[src/rtl/btn_pkg.sv]
// Shared types and constants for the push-button conditioner.
// The auto-repeat option is compiled in with BTN_AUTOREPEAT_EN.
package btn_pkg;

  typedef enum logic [1:0] {
    IDLE      = 2'd0,
    PRESS_CHK = 2'd1,
    HELD      = 2'd2,
    REL_CHK   = 2'd3
  } btn_state_e;

  localparam int DBNC_W = 16;
  localparam int RPT_W  = 24;

  localparam logic [DBNC_W-1:0] DEF_DEBOUNCE_CYCLES = 16'd50000;
  localparam logic [RPT_W-1:0]  DEF_REPEAT_DELAY    = 24'd5000000;
  localparam logic [RPT_W-1:0]  DEF_REPEAT_PERIOD   = 24'd1000000;

endpackage

[src/rtl/btn_debounce.sv]
// One button: 2-flop synchroniser, debounce FSM and, with BTN_AUTOREPEAT_EN,
// a hold-to-repeat timer. accept is decoded one cycle before the top registers it.
//
// state     | meaning
// ----------+------------------------------------------------
// IDLE      | button released and stable
// PRESS_CHK | input seen high, counting stable-high samples
// HELD      | press accepted, button held
// REL_CHK   | input seen low, counting stable-low samples
module btn_debounce
  import btn_pkg::*;
#(
  parameter logic [DBNC_W-1:0] DEBOUNCE_CYCLES = DEF_DEBOUNCE_CYCLES,
  parameter logic [RPT_W-1:0]  REPEAT_DELAY    = DEF_REPEAT_DELAY,
  parameter logic [RPT_W-1:0]  REPEAT_PERIOD   = DEF_REPEAT_PERIOD
) (
  input  logic CLK,
  input  logic MR_N,
  input  logic raw,
  output logic accept,
  output logic held
);

  localparam logic [DBNC_W-1:0] CNT_TC = DEBOUNCE_CYCLES - 16'd1;

  logic              sync1, sync2;
  btn_state_e        state;
  logic [DBNC_W-1:0] cnt;
  logic              press_acc;

  always_ff @(posedge CLK or negedge MR_N) begin
    if (!MR_N) begin
      sync1 <= 1'b0;
      sync2 <= 1'b0;
    end else begin
      sync1 <= raw;
      sync2 <= sync1;
    end
  end

  always_ff @(posedge CLK or negedge MR_N) begin
    if (!MR_N) begin
      state <= IDLE;
      cnt   <= '0;
    end else begin
      case (state)
        IDLE: if (sync2) begin
          state <= PRESS_CHK;
          cnt   <= '0;
        end
        PRESS_CHK: begin
          if (!sync2)             state <= IDLE;
          else if (cnt == CNT_TC) state <= HELD;
          else                    cnt   <= cnt + 16'd1;
        end
        HELD: if (!sync2) begin
          state <= REL_CHK;
          cnt   <= '0;
        end
        REL_CHK: begin
          if (sync2)              state <= HELD;
          else if (cnt == CNT_TC) state <= IDLE;
          else                    cnt   <= cnt + 16'd1;
        end
        default: state <= IDLE;
      endcase
    end
  end

  assign press_acc = (state == PRESS_CHK) && sync2 && (cnt == CNT_TC);
  assign held      = (state == HELD) || (state == REL_CHK);

`ifdef BTN_AUTOREPEAT_EN
  logic [RPT_W-1:0] rpt_tmr;
  logic             enter_held;
  logic             rpt_acc;

  // Entering HELD (fresh accept or a release bounce) restarts the initial delay.
  assign enter_held = press_acc || ((state == REL_CHK) && sync2);
  assign rpt_acc    = (state == HELD) && (rpt_tmr == '0);

  always_ff @(posedge CLK or negedge MR_N) begin
    if (!MR_N) begin
      rpt_tmr <= '0;
    end else if (state == HELD) begin
      rpt_tmr <= rpt_acc ? (REPEAT_PERIOD - 24'd1) : (rpt_tmr - 24'd1);
    end else if (enter_held) begin
      rpt_tmr <= REPEAT_DELAY - 24'd1;
    end else begin
      rpt_tmr <= '0;
    end
  end

  assign accept = press_acc | rpt_acc;
`else
  logic unused_rpt;
  assign unused_rpt = ^{REPEAT_DELAY, REPEAT_PERIOD};
  assign accept     = press_acc;
`endif

endmodule

[src/rtl/button_conditioner.sv]
// Two debounced buttons feeding registered, mutually exclusive UP/DOWN pulses.
// Auto-repeat on a held button is compiled in with BTN_AUTOREPEAT_EN.
module button_conditioner
  import btn_pkg::*;
#(
  parameter logic [DBNC_W-1:0] DEBOUNCE_CYCLES = DEF_DEBOUNCE_CYCLES,
  parameter logic [RPT_W-1:0]  REPEAT_DELAY    = DEF_REPEAT_DELAY,
  parameter logic [RPT_W-1:0]  REPEAT_PERIOD   = DEF_REPEAT_PERIOD
) (
  input  logic CLK,
  input  logic MR_N,
  input  logic BTN_UP_RAW,
  input  logic BTN_DOWN_RAW,
  output logic UP,
  output logic DOWN,
  output logic UP_HELD,
  output logic DOWN_HELD
);

  logic acc_up, acc_dn;
  logic held_up, held_dn;

  btn_debounce #(
    .DEBOUNCE_CYCLES(DEBOUNCE_CYCLES),
    .REPEAT_DELAY   (REPEAT_DELAY),
    .REPEAT_PERIOD  (REPEAT_PERIOD)
  ) u_dbnc_up (
    .CLK   (CLK),
    .MR_N  (MR_N),
    .raw   (BTN_UP_RAW),
    .accept(acc_up),
    .held  (held_up)
  );

  btn_debounce #(
    .DEBOUNCE_CYCLES(DEBOUNCE_CYCLES),
    .REPEAT_DELAY   (REPEAT_DELAY),
    .REPEAT_PERIOD  (REPEAT_PERIOD)
  ) u_dbnc_dn (
    .CLK   (CLK),
    .MR_N  (MR_N),
    .raw   (BTN_DOWN_RAW),
    .accept(acc_dn),
    .held  (held_dn)
  );

  // Coincident accepts cancel; the counter never sees both.
  always_ff @(posedge CLK or negedge MR_N) begin
    if (!MR_N) begin
      UP   <= 1'b0;
      DOWN <= 1'b0;
    end else begin
      UP   <= acc_up & ~acc_dn;
      DOWN <= acc_dn & ~acc_up;
    end
  end

  assign UP_HELD   = held_up;
  assign DOWN_HELD = held_dn;

endmodule

[config.mk]
export PLATFORM = sky130hd
export DESIGN_NAME = button_conditioner
export DESIGN_NICKNAME = d
export VERILOG_FILES = /design/src/rtl/btn_pkg.sv /design/src/rtl/btn_debounce.sv /design/src/rtl/button_conditioner.sv
export SDC_FILE = /design/constraint.sdc
export NUM_CORES = 1
export LEC_CHECK = 0
export CELL_PAD_IN_SITES_DETAIL_PLACEMENT = 0
export CELL_PAD_IN_SITES_GLOBAL_PLACEMENT = 2
export CORE_MARGIN = 5
export CORE_UTILIZATION = 39
export DETAILED_ROUTE_END_ITERATION = 8
export PLACE_DENSITY = 0.82
export SLEW_MARGIN = 0
export SYNTH_ARGS = -nofsm -noshare
export SYNTH_HDL_FRONTEND = slang
export SYNTH_SLANG_ARGS = --single-unit
[constraint.sdc]
create_clock -name CLK -period 2.9 [get_ports CLK]
set_input_delay 0.29 -clock CLK [delete_from_list [all_inputs] [get_ports CLK]]
set_output_delay 0.29 -clock CLK [all_outputs]
set_load 0.1 [all_outputs]
# [After elaboration in Yosys (flattened, before gate mapping)]
# Index checks and enable logic that the tools add are counted.
[classes] n_addsub=2 n_eq_ne=20 muxes=26 bitwise_logic=4 n_reduce_logical=12
[ops] operator="16-bit 2-to-1 mux" count=10
[ops] operator="16-bit case mux with 4 select lines" count=2
[ops] operator="16-bit by 1-bit adder with 16-bit output (second input constant)" count=2
[ops] operator="16-bit equality test (second input constant)" count=2
[ops] operator="2-bit 2-to-1 mux" count=12
[ops] operator="2-bit case mux with 4 select lines" count=2
[ops] operator="4-bit AND reduction" count=4
[ops] operator="2-bit equality test (second input constant)" count=4
[ops] operator="2-bit by 1-bit != test with 1-bit output (second input constant)" count=4
[ops] operator="2-bit != test (second input constant)" count=4
[ops] operator="3-bit by 1-bit != test with 1-bit output (second input constant)" count=2
[ops] operator="3-bit != test (second input constant)" count=2
[ops] operator="2-bit by 1-bit equality test with 1-bit output (second input constant)" count=2
[ops] operator="1-bit logical AND" count=4
[ops] operator="2-bit logical NOT" count=2
[ops] operator="1-bit AND" count=2
[ops] operator="1-bit logical OR" count=2
[ops] operator="1-bit inverter" count=2
[totals] regBits=42 input_bits=4 output_inout_bits=4 elab_cells=74

# [Depth between registers and ports, before layout]
[depth] ltp_word=5 mapped_depth=8 mapped_depth_nobuf=5

# [By module]
# From an unflattened synthesis, not the netlist that was laid out.
[unflattened] hier_cells=270 area_unflattened_um2=2767.7
[modules_own_cells] mod="btn_debounce" n_inst=2 cells_each=133 area_per_inst_um2=1351.3 seq_area_each_um2=500.5
[modules_own_cells] mod="button_conditioner" n_inst=1 cells_each=4 area_per_inst_um2=65.1 seq_area_each_um2=50.0

# [Worst setup path before layout]
# No wires, ideal clock.
[synth_path] path_kind="flip-flop to flip-flop" startpoint="reg u_dbnc_up.cnt[0]" endpoint="reg u_dbnc_up.cnt[14]" setup_ns=0.121 arrival_ns=1.943 required_time_ns=2.779 slack_ns=0.836 stages_incl_launch_ff=9 n_path_buf=3 period_less_slack_ns=2.064 path_cell_list="dfrtp_1 ha_1 and4b_1 and4_1 clkbuf_1 or2_2 buf_2 buf_2 a22o_1"
[synth_between] elab_chain_len=4 word_cells_on_any_way=6 classes_between="add/sub: 1; eq/ne: 1; mux: 4"
[synth_lines] element="start: declaration" line="btn_debounce.sv:28" rtl="logic [DBNC_W-1:0] cnt;"
[synth_lines] element="start signal: assignment" line="btn_debounce.sv:54" rtl="else cnt <= cnt + 16'd1;"
[synth_lines] element="start signal: assignment" line="btn_debounce.sv:63" rtl="else cnt <= cnt + 16'd1;"
[synth_lines] element="16-bit by 1-bit adder with 16-bit output or 16-bit equality test (tied branches)"
[synth_lines] element="16-bit 2-to-1 mux *" line="btn_debounce.sv:53, btn_debounce.sv:62"
[synth_lines] element="16-bit 2-to-1 mux (on tied branches)" line="btn_debounce.sv:61, btn_debounce.sv:52"
[synth_lines] element="16-bit case mux with 4 select lines *" line="btn_debounce.sv:46" rtl="case (state)"
# Every way passes the cells marked *; elsewhere a longest branch is shown, timed or not. The select of a mux whose other input is x is not followed.
# A chain may end at the register's enable or synchronous reset.

==> results.py <==
metrics = {
    "setup_path": {
        "crit_type": "register to register",
        "r2r-end": "u_dbnc_dn.cnt[13]$_DFFE_PN0P_",
        "crit_required_ns": 3.12,
        "worstSetupStartpointType": "register",
        "end_kind": "register",
        "ff2ff_path_depth": 5,
        "reg2reg_slack_ns": 0.76,
        "worstPathMaxFanout": 10,
        "cp.arrival_ns": 2.36,
    },
    "global_routing": {
        "grt.overflow.total": 0,
        "busiest_layer": "met2",
        "use_met1_pct": 19.4,
        "grt_pass1_wl_um": 8550,
        "grt_pass1_vias": 1713,
        "grt_max_degree": 43,
        "grt_use_total_pct": 14.3,
        "grt_use_met2_pct": 23.7,
        "antenna_found_initial": 0,
        "grtUsageMet3_pct": 2.31,
    },
    "timing": {
        "setup_ws_ns": 0.756,
        "tns_ns": 0,
        "fin_skew_ns": 0.00777,
        "period_share_pct": 73.9,
        "finalHoldViolations": 0,
        "finalCriticalPeriod_ns": 2.14,
        "setup_viol": 0,
        "rsz0062_at_grt": "no",
        "finalMaxSlewViolations": 0,
        "worstMarginPinSlew_ns": 0.941,
        "slew_headroom_pct": 37.3,
        "fmax_mhz": 466,
    },
    "synth": {
        "synth.most_common_cell": "dfrtp_1",
        "synth-edff-count": 0,
        "synthArstFlopShare_pct": 100,
        "netlist_instances": 233,
        "seq_area_frac_synth_pct": 46.9,
        "synth_cell_types": 43,
        "synth.top_cell.area_share_pct": 46.9,
        "synth_common_cells": "dfrtp_1, o21ai_0, nand2_1",
        "ys_seq_elements": 42,
        "avgSynthCellArea_um2": 9.62,
        "yosysTopAreaCell": "dfrtp_1",
        "synthFlopType": "dfrtp_1",
        "syn-num-nets": 239,
        "synth_area_um2": 2240,
        "yosys_warnings": 0,
        "synth_area_leaders": "dfrtp_1, o21ai_0, nand2_1, nand4_1, a21oi_1",
    },
    "placement": {
        "place_area_um2": 2350,
        "dp_hpwl_um": 3190,
        "place_ws_ns": 0.810,
        "dp.cells": 301,
        "io_buffers": 7,
        "gp_congestion": 0.770,
    },
    "clock_tree": {
        "cts_hold_buffers": 0,
        "clock_latency_ns": 0.30,
        "h-tree-depth": 2,
        "clock_path_buffers": 2,
        "post_cts_buffers": 0,
        "root_buffer": "clkbuf_8",
        "cts-buffers-inserted": 5,
        "ctsResizeCount": 0,
        "cts_tree": "done",
        "cts.clk_slew.worst_paths_ns": 0.09,
        "cts.sinks": 42,
    },
    "pwr": {
        "power_density_nw_per_um2": 509,
        "ir_drop_mv": 0.218,
        "p_leak_nw": 1.02,
    },
    "run": {
        "cap_viol_max_count": 0,
    },
    "detailed_routing": {
        "drt_iter0_drc": 68,
        "vias_per_cell": 5.71,
        "wl_per_cell_um": 15.7,
        "dr.pass1.iters": 4,
        "remaining_drc_errors": 0,
        "vias": 1764,
        "antenna_violating_nets_post_route": 0,
        "route.final.wire_length_um": 4860,
    },
    "worst_hold_path": {
        "min_path_type": "input port to asynchronous set/reset pin",
    },
    "status": {
        "outcome": "complete, no violations",
    },
    "layout": {
        "final_cell_area_um2": 2490,
        "syn_to_final_growth_pct": 11.1,
        "fill_cells": 539,
        "nNetsFinal": 242,
        "diodes": 0,
        "fin_util_pct": 44.9,
        "drive_gt1_share_pct": 10.1,
        "instances_no_fill": 309,
    },
    "die": {
        "die_w_um": 85.8,
        "die-area_um2": 7360,
        "die_h_um": 85.8,
        "rows": 27,
        "io_pins": 8,
        "initial_core_util_pct": 40.4,
        "core_area_um2": 5540,
    },
}
[layout make-up]
cell class | count | area, um^2 | area share, %
multi-input cells | 170 | 1110 | 44.4
clock inverters | 3 | 68.8 | 2.77
clock buffers | 5 | 68.8 | 2.77
inverters | 7 | 26.3 | 1.06
well taps | 72 | 90.1 | 3.62
repair buffers | 10 | 77.6 | 3.12
flip-flops and latches | 42 | 1050 | 42.2
[placed cells by master (no fill, tap or decap), types with 4 or more instances in the layout]
cell	Yosys	layout
nand3_1	8	8
and3_1	4	4
a22o_1	5	5
or2_2	4	4
nand2_1	19	19
dfrtp_1	42	42
nor4_1	5	5
nand4_1	10	10
clkbuf_8	0	5
and2_1	4	4
mux2i_1	5	5
and4_1	5	5
or4_1	5	5
nor3_1	4	4
a21oi_1	10	10
nor4bb_1	4	4
mux2_2	4	4
o21ai_0	22	22
o41ai_1	4	4
inv_1	7	7
nor2_1	10	10
or3_1	5	5
buf_4	0	7
xnor2_1	5	5
[logic make-up (layout without fill, tap and decap cells)]
family | count (synthesis) | after routing | synth area share (%)
adder cells (fa/ha/maj) | 2 | 2 | 1.12
XOR/XNOR | 6 | 6 | 2.35
AO/OA/AOI/OAI | 58 | 58 | 16.6
multiplexers | 9 | 9 | 4.24
flip-flops | 42 | 42 | 46.9
AND/OR/NAND/NOR | 95 | 95 | 25.0
buffers and inverters | 21 | 25 | 3.74
[power by group]
part | switching, mW | total [mW] | internal (mW)
sequential | 0.0253 | 0.631 | 0.605
clock | 0.216 | 0.561 | 0.345
combinational | 0.0467 | 0.0752 | 0.0285
total | 0.288 | 1.27 | 0.979
[sequential cells by signal (all words and copies together), names as in the netlist, named ones only]
name             flops
u_dbnc_dn.sync2      1
u_dbnc_up.sync1      1
u_dbnc_dn.cnt       16
u_dbnc_up.cnt       16
u_dbnc_dn.sync1      1
UP                   1
DOWN                 1
u_dbnc_up.state      1
u_dbnc_dn.state      1
u_dbnc_up.sync2      1
[worst max-delay path, cell delays in order, from the launching register on]
cell and delay, ns:
dfrtp_1 0.45, xnor2_1 0.22, buf_4 0.21, or4_1 0.64, or3_1 0.39, a21oi_1 0.15
[worst max path at each step]
stage,start,cells past startpoint,to
after floorplan,u_dbnc_up.cnt[0]$_DFFE_PN0P_,8,u_dbnc_up.cnt[14]$_DFFE_PN0P_
after global placement,register,5,u_dbnc_dn.cnt[13]$_DFFE_PN0P_
after detailed placement,register,5,u_dbnc_dn.cnt[13]$_DFFE_PN0P_
after CTS,register,5,u_dbnc_dn.cnt[13]$_DFFE_PN0P_
after global routing,register,5,u_dbnc_dn.cnt[13]$_DFFE_PN0P_
final,register,5,u_dbnc_dn.cnt[13]$_DFFE_PN0P_
[through the flow]
step | power (mW) | hold slack, ns
2_1_floorplan | 0.684 | -0.00559
3_3_place_gp | 0.720 | 0.333
3_5_place_dp | 0.719 | 0.337
4_1_cts | 1.29 | 0.174
5_1_grt | 1.32 | 0.225
6_report | 1.27 | 0.136
[per-layer routing]
metal / vias to the layer above / wire (um)
met5: - / 0
met4: 0 / 46
met3: 4 / 164
met2: 26 / 2270
met1: 851 / 2370
li1: 883 / -
Power figures use the tool's default switching activity.
